`config.mk`:
```
export PLATFORM = sky130hd
export DESIGN_NAME = layer_compositor
export DESIGN_NICKNAME = d
export VERILOG_FILES = /design/src/rtl/layer_compositor.sv
export SDC_FILE = /design/constraint.sdc
export NUM_CORES = 1
export LEC_CHECK = 0
export ABC_AREA = 1
export CAP_MARGIN = 20
export CORE_MARGIN = 2
export CORE_UTILIZATION = 46
export DETAILED_ROUTE_END_ITERATION = 8
export PLACE_DENSITY = 0.67
export SETUP_SLACK_MARGIN = 0.2
export SYNTH_ARGS = -nofsm -noshare
export SYNTH_HDL_FRONTEND = slang
export SYNTH_SLANG_ARGS = --single-unit
```
`constraint.sdc`:
```
create_clock -name clk_in -period 1.8 [get_ports clk_in]
set_input_delay 0.18 -clock clk_in [delete_from_list [all_inputs] [get_ports clk_in]]
set_output_delay 0.18 -clock clk_in [all_outputs]
set_load 0.03 [all_outputs]
```
`src/rtl/layer_compositor.sv`:
```
// Resolves per-layer edge/fill hits into one palette index through a registered
// priority tree; layer configuration is double-buffered and swapped at frame end.
module layer_compositor #(
    parameter int PIXEL_WIDTH = 1280,
    parameter int PIXEL_HEIGHT = 720,
    parameter int NUM_LAYERS = 8,
    parameter int COLOR_BITS = 4,
    parameter logic [COLOR_BITS-1:0] BACKGROUND_COLOR = COLOR_BITS'(1),
    parameter logic [COLOR_BITS-1:0] EDGE_COLOR = COLOR_BITS'(0),
    parameter int BLINK_SHIFT = 4
) (
    input  logic                              clk_in,
    input  logic                              rst_in,
    input  logic [$clog2(PIXEL_WIDTH)-1:0]    hcount_in,
    input  logic [$clog2(PIXEL_HEIGHT)-1:0]   vcount_in,
    input  logic                              pixel_valid_in,
    input  logic [NUM_LAYERS-1:0]             edge_in,
    input  logic [NUM_LAYERS-1:0]             fill_in,
    input  logic                              cfg_we_in,
    input  logic [$clog2(NUM_LAYERS+1)-1:0]   cfg_layer_in,
    input  logic [COLOR_BITS-1:0]             cfg_color_in,
    input  logic                              cfg_enable_in,
    input  logic                              cfg_blink_in,
    input  logic                              commit_in,
    output logic                              commit_pending_out,
    output logic [COLOR_BITS-1:0]             color_idx_out,
    output logic                              pixel_valid_out,
    output logic [$clog2(PIXEL_WIDTH)-1:0]    hcount_out,
    output logic [$clog2(PIXEL_HEIGHT)-1:0]   vcount_out,
    output logic [15:0]                       frame_count_out
);
    localparam int HW = $clog2(PIXEL_WIDTH);
    localparam int VW = $clog2(PIXEL_HEIGHT);
    localparam int LW = $clog2(NUM_LAYERS + 1);
    localparam int LEVELS = $clog2(NUM_LAYERS);

    function automatic int node_count(input int level);
        return (NUM_LAYERS + (1 << level) - 1) >> level;
    endfunction

    typedef enum logic {IDLE, PENDING} commit_state_t;
    commit_state_t state, state_next;

    logic [COLOR_BITS-1:0] shadow_color [NUM_LAYERS];
    logic [COLOR_BITS-1:0] active_color [NUM_LAYERS];
    logic [NUM_LAYERS-1:0] shadow_enable, shadow_blink;
    logic [NUM_LAYERS-1:0] active_enable, active_blink;
    logic [15:0]           frame_count;
    logic                  frame_end, apply_commit;

    assign frame_end = pixel_valid_in && (hcount_in == HW'(PIXEL_WIDTH - 1))
                       && (vcount_in == VW'(PIXEL_HEIGHT - 1));

    always_ff @(posedge clk_in) begin
        if (rst_in) state <= IDLE;
        else        state <= state_next;
    end

    always_comb begin
        state_next = state;
        case (state)
            IDLE:    if (commit_in && !frame_end) state_next = PENDING;
            PENDING: if (frame_end) state_next = IDLE;
            default: state_next = IDLE;
        endcase
    end

    always_comb begin
        commit_pending_out = (state == PENDING);
        apply_commit       = frame_end && ((state == PENDING) || commit_in);
    end

    // Non-blocking copy means a write in the commit cycle stays in the shadow only.
    always_ff @(posedge clk_in) begin
        if (rst_in) begin
            for (int unsigned i = 0; i < NUM_LAYERS; i++) begin
                shadow_color[i] <= BACKGROUND_COLOR;
                active_color[i] <= BACKGROUND_COLOR;
            end
            shadow_enable <= '0;
            shadow_blink  <= '0;
            active_enable <= '0;
            active_blink  <= '0;
            frame_count   <= '0;
        end else begin
            for (int unsigned i = 0; i < NUM_LAYERS; i++) begin
                if (cfg_we_in && (cfg_layer_in == LW'(i))) begin
                    shadow_color[i]  <= cfg_color_in;
                    shadow_enable[i] <= cfg_enable_in;
                    shadow_blink[i]  <= cfg_blink_in;
                end
            end
            if (apply_commit) begin
                active_color  <= shadow_color;
                active_enable <= shadow_enable;
                active_blink  <= shadow_blink;
            end
            if (frame_end) frame_count <= frame_count + 16'd1;
        end
    end

    logic                  s0_hit [NUM_LAYERS];
    logic [COLOR_BITS-1:0] s0_col [NUM_LAYERS];

    always_comb begin
        for (int unsigned i = 0; i < NUM_LAYERS; i++) begin
            s0_hit[i] = active_enable[i] && !(active_blink[i] && frame_count[BLINK_SHIFT])
                        && (edge_in[i] || fill_in[i]);
            s0_col[i] = edge_in[i] ? EDGE_COLOR : active_color[i];
        end
    end

    // Level 0 registers the per-layer results; each further level halves the node count.
    for (genvar k = 0; k <= LEVELS; k++) begin : lvl
        localparam int CNT = node_count(k);
        logic                  hit   [CNT];
        logic [COLOR_BITS-1:0] col   [CNT];
        logic                  hit_d [CNT];
        logic [COLOR_BITS-1:0] col_d [CNT];
        logic                  valid, valid_d;
        logic [HW-1:0]         hcount, hcount_d;
        logic [VW-1:0]         vcount, vcount_d;

        if (k == 0) begin : g_leaf
            assign hit_d    = s0_hit;
            assign col_d    = s0_col;
            assign valid_d  = pixel_valid_in;
            assign hcount_d = hcount_in;
            assign vcount_d = vcount_in;
        end else begin : g_merge
            for (genvar j = 0; j < CNT; j++) begin : node
                if (2 * j + 1 < node_count(k - 1)) begin : g_pair
                    assign hit_d[j] = lvl[k-1].hit[2*j] || lvl[k-1].hit[2*j+1];
                    assign col_d[j] = lvl[k-1].hit[2*j] ? lvl[k-1].col[2*j] : lvl[k-1].col[2*j+1];
                end else begin : g_pass
                    assign hit_d[j] = lvl[k-1].hit[2*j];
                    assign col_d[j] = lvl[k-1].col[2*j];
                end
            end
            assign valid_d  = lvl[k-1].valid;
            assign hcount_d = lvl[k-1].hcount;
            assign vcount_d = lvl[k-1].vcount;
        end

        always_ff @(posedge clk_in) begin
            if (rst_in) begin
                for (int unsigned j = 0; j < CNT; j++) begin
                    hit[j] <= 1'b0;
                    col[j] <= '0;
                end
                valid  <= 1'b0;
                hcount <= '0;
                vcount <= '0;
            end else begin
                hit    <= hit_d;
                col    <= col_d;
                valid  <= valid_d;
                hcount <= hcount_d;
                vcount <= vcount_d;
            end
        end
    end

    assign pixel_valid_out = lvl[LEVELS].valid;
    assign hcount_out      = lvl[LEVELS].hcount;
    assign vcount_out      = lvl[LEVELS].vcount;
    assign color_idx_out   = (lvl[LEVELS].valid && lvl[LEVELS].hit[0]) ? lvl[LEVELS].col[0]
                                                                        : BACKGROUND_COLOR;
    assign frame_count_out = frame_count;
endmodule

```
==> results of run 1 <==
==> report_power, final <==
group          total [uW]  switching, uW  internal [uW]
Sequential           6250           33.4           6220
Clock                5350           2170           3180
Combinational         491            281            210
==> critical path: cells and delay by family, from the launching register on <==
| family | cells | cell delay [ps] |
|---|---|---|
| flops | 1 | 330 |
| buf+inv | 1 | 180 |
| simple gates | 2 | 370 |
==> cell families after synthesis <==
logic type               synth area share, %
AND/OR/NAND/NOR                        23.32
flip-flops                             57.80
buffers and inverters                  10.92
AO/OA/AOI/OAI                          7.461
XOR/XNOR                              0.3665
adder cells (fa/ha/maj)               0.1309
==> cell usage after synthesis (all sizes together) <==
library cell | instances | area (um2)
xor2 | 4 | 35.03
nand2 | 143 | 539.3
nand4 | 10 | 62.56
buf | 19 | 93.84
nor2 | 364 | 1379
dfxtp | 276 | 5525
ha | 1 | 12.51
clkbuf | 25 | 93.84
or2 | 9 | 56.30
a211oi | 8 | 60.06
o21ai | 121 | 613.1
a21oi | 8 | 40.04
inv | 228 | 855.8
nand3b | 1 | 7.510
and2 | 2 | 12.51
nand3 | 32 | 172.7
==> per-layer routing <==
metal | up-vias | routed length, um
met5 | - | 0
met4 | 0 | 435
met3 | 33 | 848
met2 | 154 | 9186
met1 | 3238 | 9149
li1 | 3961 | -
==> metrics by stage <==
stage          worst slack, ps  std cells  cell area, um2  utilization [%]
3_3_place_gp            -106.0       1605           10950            53.96
2_1_floorplan            243.5       1251            9559                -
4_1_cts                  13.61       1652           11760            57.92
6_report                 238.5       1652           11770            57.99
5_1_grt                  178.6       1652           11770            57.99
3_5_place_dp            -143.9       1605           10950            53.96
==> sequential cells by signal, summed over array words and instances, names as in the netlist <==
signal and flops:
active_color 32, hcount_out 11, shadow_color 32, shadow_enable 8
lvl.col 60, lvl.vcount 30, active_blink 8, lvl.valid 3
commit_pending_out 1, active_enable 8, shadow_blink 8, frame_count_out 16
lvl.hit 15, vcount_out 10, lvl.hcount 33, pixel_valid_out 1
==> final cells by class <==
class | instances | area [um2] | share of cell area (%)
Sequential cell | 276 | 5529 | 46.97
Tap cell | 270 | 337.8 | 2.870
Inverter | 228 | 855.8 | 7.270
Clock buffer | 43 | 805.8 | 6.845
Clock inverter | 4 | 45.04 | 0.3826
Multi-Input combinational cell | 703 | 3005 | 25.53
Timing Repair Buffer | 128 | 1194 | 10.14
==> what timing repair did <==
| action | in CTS | in global routing |
|---|---|---|
| hold buffers | 0 | 0 |
| pin swaps | 0 | 0 |
| setup endpoints to repair | 43 | 13 |
| endpoints found under the hold margin | 0 | 0 |
| resized for setup | 49 | 23 |
==> worst min-delay path by stage <==
stage                           startpoint               end  slack (ps)
final                               rst_in  active_color[12]          40
after global routing                rst_in   active_color[8]          40
after CTS                           rst_in  active_color[12]          30
after detailed placement  lvl[1].hcount[6]  lvl[2].hcount[6]         390
after global placement    lvl[1].hcount[9]  lvl[2].hcount[9]         390
after floorplan               hcount_in[0]  lvl[0].hcount[0]         290
==> results list, run 1 <==
- Run status: complete, no violations
- The worst register-to-register path begins at frame_count_out[0].
* Fill cell instance count of the final layout: about 1900
- Number of standard-cell rows in the floorplan: 52
* Clock Sinks: 276
- Maximum cell stage delay along the critical path: 330 ps
- Worst setup slack for register-to-register paths: around 390 ps
- Sequential element share of the synthesized area: 57.80%
* CTS H-tree depth: 1
* First-pass GRT wire length: between 30000 and 40000 um
- The worst setup path is of the flop to primary output kind.
- The number of antenna diodes in the final layout is 0.
- The core region is 20300 um2.
- Starting Density: a little under half
- Static timing analysis puts the maximum clock frequency at 640.4 MHz.
- Average cell area after synthesis: 7.641 um2
* Cells on Worst Hold Path: 3
* Termination of the worst setup path: color_idx_out[0]
* Post-Syn Area: about 9600 um2
- Met3 Resource Use GR: 3.006%
- Measured in cells, the most critical reg-to-reg path has a length of 7.
* Cell type of the slowest stage on the worst timing path: sky130_fd_sc_hd__dfxtp_2
- In the layout the commonest cells are sky130_fd_sc_hd__nor2_1, sky130_fd_sc_hd__dfxtp_1, sky130_fd_sc_hd__inv_1.
* Worst-Margin Slew: 494.7 ps
- Overall power consumption after layout is estimated at 12090 uW.
* Die Footprint: 21950 um2
- Buffers added on ports: 94
* Most frequent standard cell in the layout excluding fill and tap cells: sky130_fd_sc_hd__nor2_1
- Setup repair after global routing could not meet its margin everywhere.
- In the global route stage, met2 resource usage came out at 31.25%.
- Setup violation total in the final timing report: 0
* Die Height: 148.2 um
* End of the worst register-to-register path: frame_count_out[8]
* Total Routing Usage GR: 18.11%
* Post-route DRC violation count: 0
* Final-report max-slew violation count: 0
* Clock latency on the worst-skew pair: 520 ps
- The tightest hold path in the finished design has a slack of 36.67 ps.
- STA classifies the critical path endpoint as a primary output.
- Worst Hold Class: input port to flop
- In this run the remaining antenna-violating nets after routing total 0.
- Detailed-route via count: 7386
* Gp weighted congestion: 0.7918
- Number of buffers inserted during clock tree synthesis: 27
- In this run the worst setup path begins at pixel_valid_out.
- Aggregate routed wire length: 19620 um
- For this run, the detailed router's first-pass iteration total came to 4.
* Peak-usage layer in the global routing report: met2
- Measured along the x axis, the die boundary spans 148.2 um.
- Critical-path maximum fanout: 4
- In this run the post-CTS setup repair buffer count came out at 0.
- Worst Clk Skew: 8.336 ps
* Clock input transition at the sequential cells of the worst setup and hold paths: 60 ps
- Initial antenna violation count: 0
- Area grow syn2layout: 23.15%
- Walking the worst path, the cells encountered are nand2_2 > or2_2 > buf_4.
- Met1 track demand over resource: 23.71%
- Count of final hold-check violations: 0
- The worst-case IR drop observed on VDD is 0.7335 mV.
- Max-cap violations: 0
* First-iteration detailed-routing DRC count: 300
- For this run, the post-layout net count is 1417.
- Yosys printed 0 warnings.
- Final min period: 1562 ps
* Startpoint Class: flop
- At the worst endpoint, the arrival time is 1380 ps.
- Clock tree from TritonCTS: yes
* Max clock buf depth: 3
* Leakage: 0.005428 uW
- Total nets after synthesis: 1304
* Required time reported for the critical path endpoint: 1620 ps
- Routed wirelength normalized by instance count: 11.88 um
- CTS root buf: sky130_fd_sc_hd__clkbuf_16
- Dividing the detail-routed via count by the number of cells gives 4.471.
* Relative slew slack: 67.02%
* Overall overflow remaining after global route: 0
- In this run the power density over the cells is 1027 nW/um2.
- Number of distinct standard cells referenced by the synthesized netlist: 25
- Number of register bits inferred by synthesis: 276
- Once detailed placement completed, the half-perimeter wirelength came to 13870 um.
- Post-route clock period utilization: 86.75%
- Adding up every negative setup slack in the final design gives 0 ps.
- Cells with a size suffix above 1 make up under 10% of the layout.
- Pin count of the biggest net entering global routing: approximately 110
- Ports: 95
- Synthesis produced a netlist whose cell count is 1251.
- The via count of the first global-routing pass came to 6782.
No activity file was read; power rests on OpenSTA's default activity.
==> run 2: changes to the inputs <==
--- a/config.mk
+++ b/config.mk
@@ -10,6 +10,7 @@
 export CORE_MARGIN = 2
 export CORE_UTILIZATION = 46
 export DETAILED_ROUTE_END_ITERATION = 8
+export HOLD_SLACK_MARGIN = 0.08
 export PLACE_DENSITY = 0.67
 export SETUP_SLACK_MARGIN = 0.2
 export SYNTH_ARGS = -nofsm -noshare
==> run 2 against run 1 <==
First-iteration DRC count down 3.7%. Global-route usage about the same. Hold slack better by 170 ps. Combinational power about the same. Clock power about the same. Die area unchanged. Final area about the same. Routed wire length up 0.24%. Clock skew about the same. Fmax about the same. Count of clock-buffer cells in the layout unchanged. Power up 0.10%.
==> results list, run 2 (synthesis gave the netlist of run 1 again) <==
- CTS root buf: sky130_fd_sc_hd__clkbuf_16
* Post-route clock period utilization: 86.76%
- After global routing the overflow that remains totals 0.
- Detailed placement ended at an HPWL of 13870 um.
- For this run, design rule violations remaining after detail routing come to 0.
- Final-report max-slew violation count: 0
- Relative slew slack: 66.08%
- CTS H-tree depth: 1
* Die Footprint: 21950 um2
- Post-CTS Setup Repair Bufs: 0
* Share of cells above drive strength 1: 7.448%
- For this design, the sink count on the clock tree is 276.
- Combinational logic is responsible for 4.1% of the overall power.
- Setup total negative slack on the finished layout was measured at 0 ps.
- Clock tree from TritonCTS: yes
* Most frequent standard cell in the layout excluding fill and tap cells: sky130_fd_sc_hd__nor2_1
- The detailed router finished its first iteration with about 290 violations.
- The final layout contains 1418 nets.
- Between clock sinks in the finished design, the worst skew comes to 8.022 ps.
- Flip-flop count of the largest register, all copies and words added: 60
- Run status: complete, no violations
- Clock tree synthesis inserted a total of 27 buffers.
- Entering global routing, the biggest net connects 113 pins.
* Sw frac: between 20 and 25%
* Number of standard-cell rows in the floorplan: 52
* Leakage: 0.005432 uW
* Fill cell instance count of the final layout: 1870
* Kind of critical path: flop to primary output
* Endpoint arrival time on the critical path: 1380 ps
- The analysis attributes to net switching a power of around 2500 uW.
- Max clock buf depth: 3
- In this run the tool buffered the top-level ports with 94 buffer cells.
* Initial antenna violation count: 0
- Detailed-route via count: roughly 7400
* GR Util met2: 31.25%
- Compared with the post-synthesis result, the final layout area differs by 23.26%.
- Final min period: 1562 ps
- Met1 track demand over resource: 23.73%
- In the global route stage, overall resource usage came out at between 10% and 20%.
- The worst setup path is launched from a flop.
* Largest reg by FF count: lvl.col
- Placeable core area: just over 20000 um2
- In this run the horizontal extent of the chip is 148.2 um.
* Detailed Routing Iterations Pass 1: 4
- Count of final hold-check violations: 0
- Pin placement for this block handled 95 I/O pins.
- The internal power of the cells totals 9607 uW.
- Once layout is complete, the utilization of the core stands at 58.04%.
- At the pin with the least slew margin, the transition time is between 500 and 600 ps.
- Number of global-route vias before repair: 6788
* Clock latency on the worst-skew pair: 520 ps
- First-pass GRT wire length: 32830 um
- Per report_power, the sequential group accounts for roughly half of the total.
* Clock input transition at the sequential cells of the worst setup and hold paths: 60 ps
- Leaving out fill and tap cells, the most frequent cells in the layout are sky130_fd_sc_hd__nor2_1, sky130_fd_sc_hd__dfxtp_1, sky130_fd_sc_hd__inv_1.
- Routed wirelength normalized by instance count: 11.90 um
* Cell count of the worst reg-to-reg path: 7
- The initial utilization of the core area, before any placement, comes to 47.09%.
* Die Height: 148.2 um
- Worst Hold Class: input port to flop
* Gp weighted congestion: 0.7918
* RSZ-0062 raised after global routing: yes
- Critical-path maximum fanout: 4
- Critical path capture point type: primary output
- In this run the remaining antenna-violating nets after routing total 0.
* Peak-usage layer in the global routing report: met2
- For this run, the top clock speed supported by timing is between 600 and 700 MHz.
- For the worst setup path, the data required time is about 1600 ps.
- Highest ir drop seen on vdd: 0.7339 mV
- Mean number of vias per cell: 4.465
- Per report_power, the clock group accounts for roughly 44% of the total.
* Setup violation total in the final timing report: 0
- Antenna diode count: 0
- Largest registers: lvl.col (60), lvl.hcount (33)
- For this run, global-route usage on met3 was measured as approximately 3%.
* Max-cap violations: 0
- Aggregate routed wire length: around 20000 um
- Power spread over the standard cell area amounts to 1027 nW/um2.
- Cells on Worst Hold Path: 3
-- run 2: cell types whose count changed in the layout (fill, tap and decap cells not counted), sizes merged --
cell | previous run | this run
dlygate4sd3 | 0 | 1
-- run 2: path summary, 6_finish.rpt --
kind	from	to	slack (ps)
worst max-delay path	pixel_valid_out	color_idx_out[0]	240
worst min-delay path	hcount_in[2]	lvl[0].hcount[2]	210
worst max register to register	frame_count_out[0]	frame_count_out[8]	380
worst min register to register	lvl[2].hcount[7]	hcount_out[7]	400
-- run 2: per-stage QoR --
stage	setup WS [ps]	total power (uW)	area, um2	instances	hold WS, ps
floorplan	243.5	6632	9559	1251	287.0
CTS	13.61	12210	11770	1653	192.0
detailed placement	-143.9	6884	10950	1605	392.7
finish	238.3	12100	11780	1653	206.9
global placement	-106.0	6878	10950	1605	388.7
global route	178.6	12560	11780	1653	199.4
-- run 2: critical path: stages, from the launching register on --
cell and delay [ps]:
sky130_fd_sc_hd__dfxtp_2 330, sky130_fd_sc_hd__nand2_2 70, sky130_fd_sc_hd__or2_2 300, sky130_fd_sc_hd__buf_4 180
-- run 2: per-layer routing --
layer / vias up / part of all wire, %
met2: 150 / 47
met1: 3235 / 47
met3: 33 / 4.2
met5: - / 0
met4: 0 / 2.2
li1: 3963 / -
-- run 2: timing repair --
action / CTS / global route
hold endpoints to repair: 2 / 0
gates resized for setup: 49 / 23
setup endpoints to repair: 43 / 13
hold buffers: 1 / 0
-- run 2: area by class of cell --
type | instances | area (um2) | share of cell area [%]
multi-input combinational | 703 | 3005 | 25.51
inverter | 228 | 855.8 | 7.263
sequential | 276 | 5529 | 46.93
clock inverter | 4 | 45.04 | 0.3823
clock buffer | 43 | 805.8 | 6.839
timing repair buffer | 129 | 1204 | 10.22
tap | 270 | 337.8 | 2.867
-- run 2: power by group through the flow --
| stage | clock network, uW | logic (uW) | registers (uW) |
|---|---|---|---|
| after floorplan | 0 | 238 | 6390 |
| after global placement | 0 | 496 | 6380 |
| after detailed placement | 0 | 499 | 6380 |
| after CTS | 5460 | 498 | 6250 |
| after global routing | 5750 | 550 | 6250 |
| final | 5360 | 493 | 6250 |
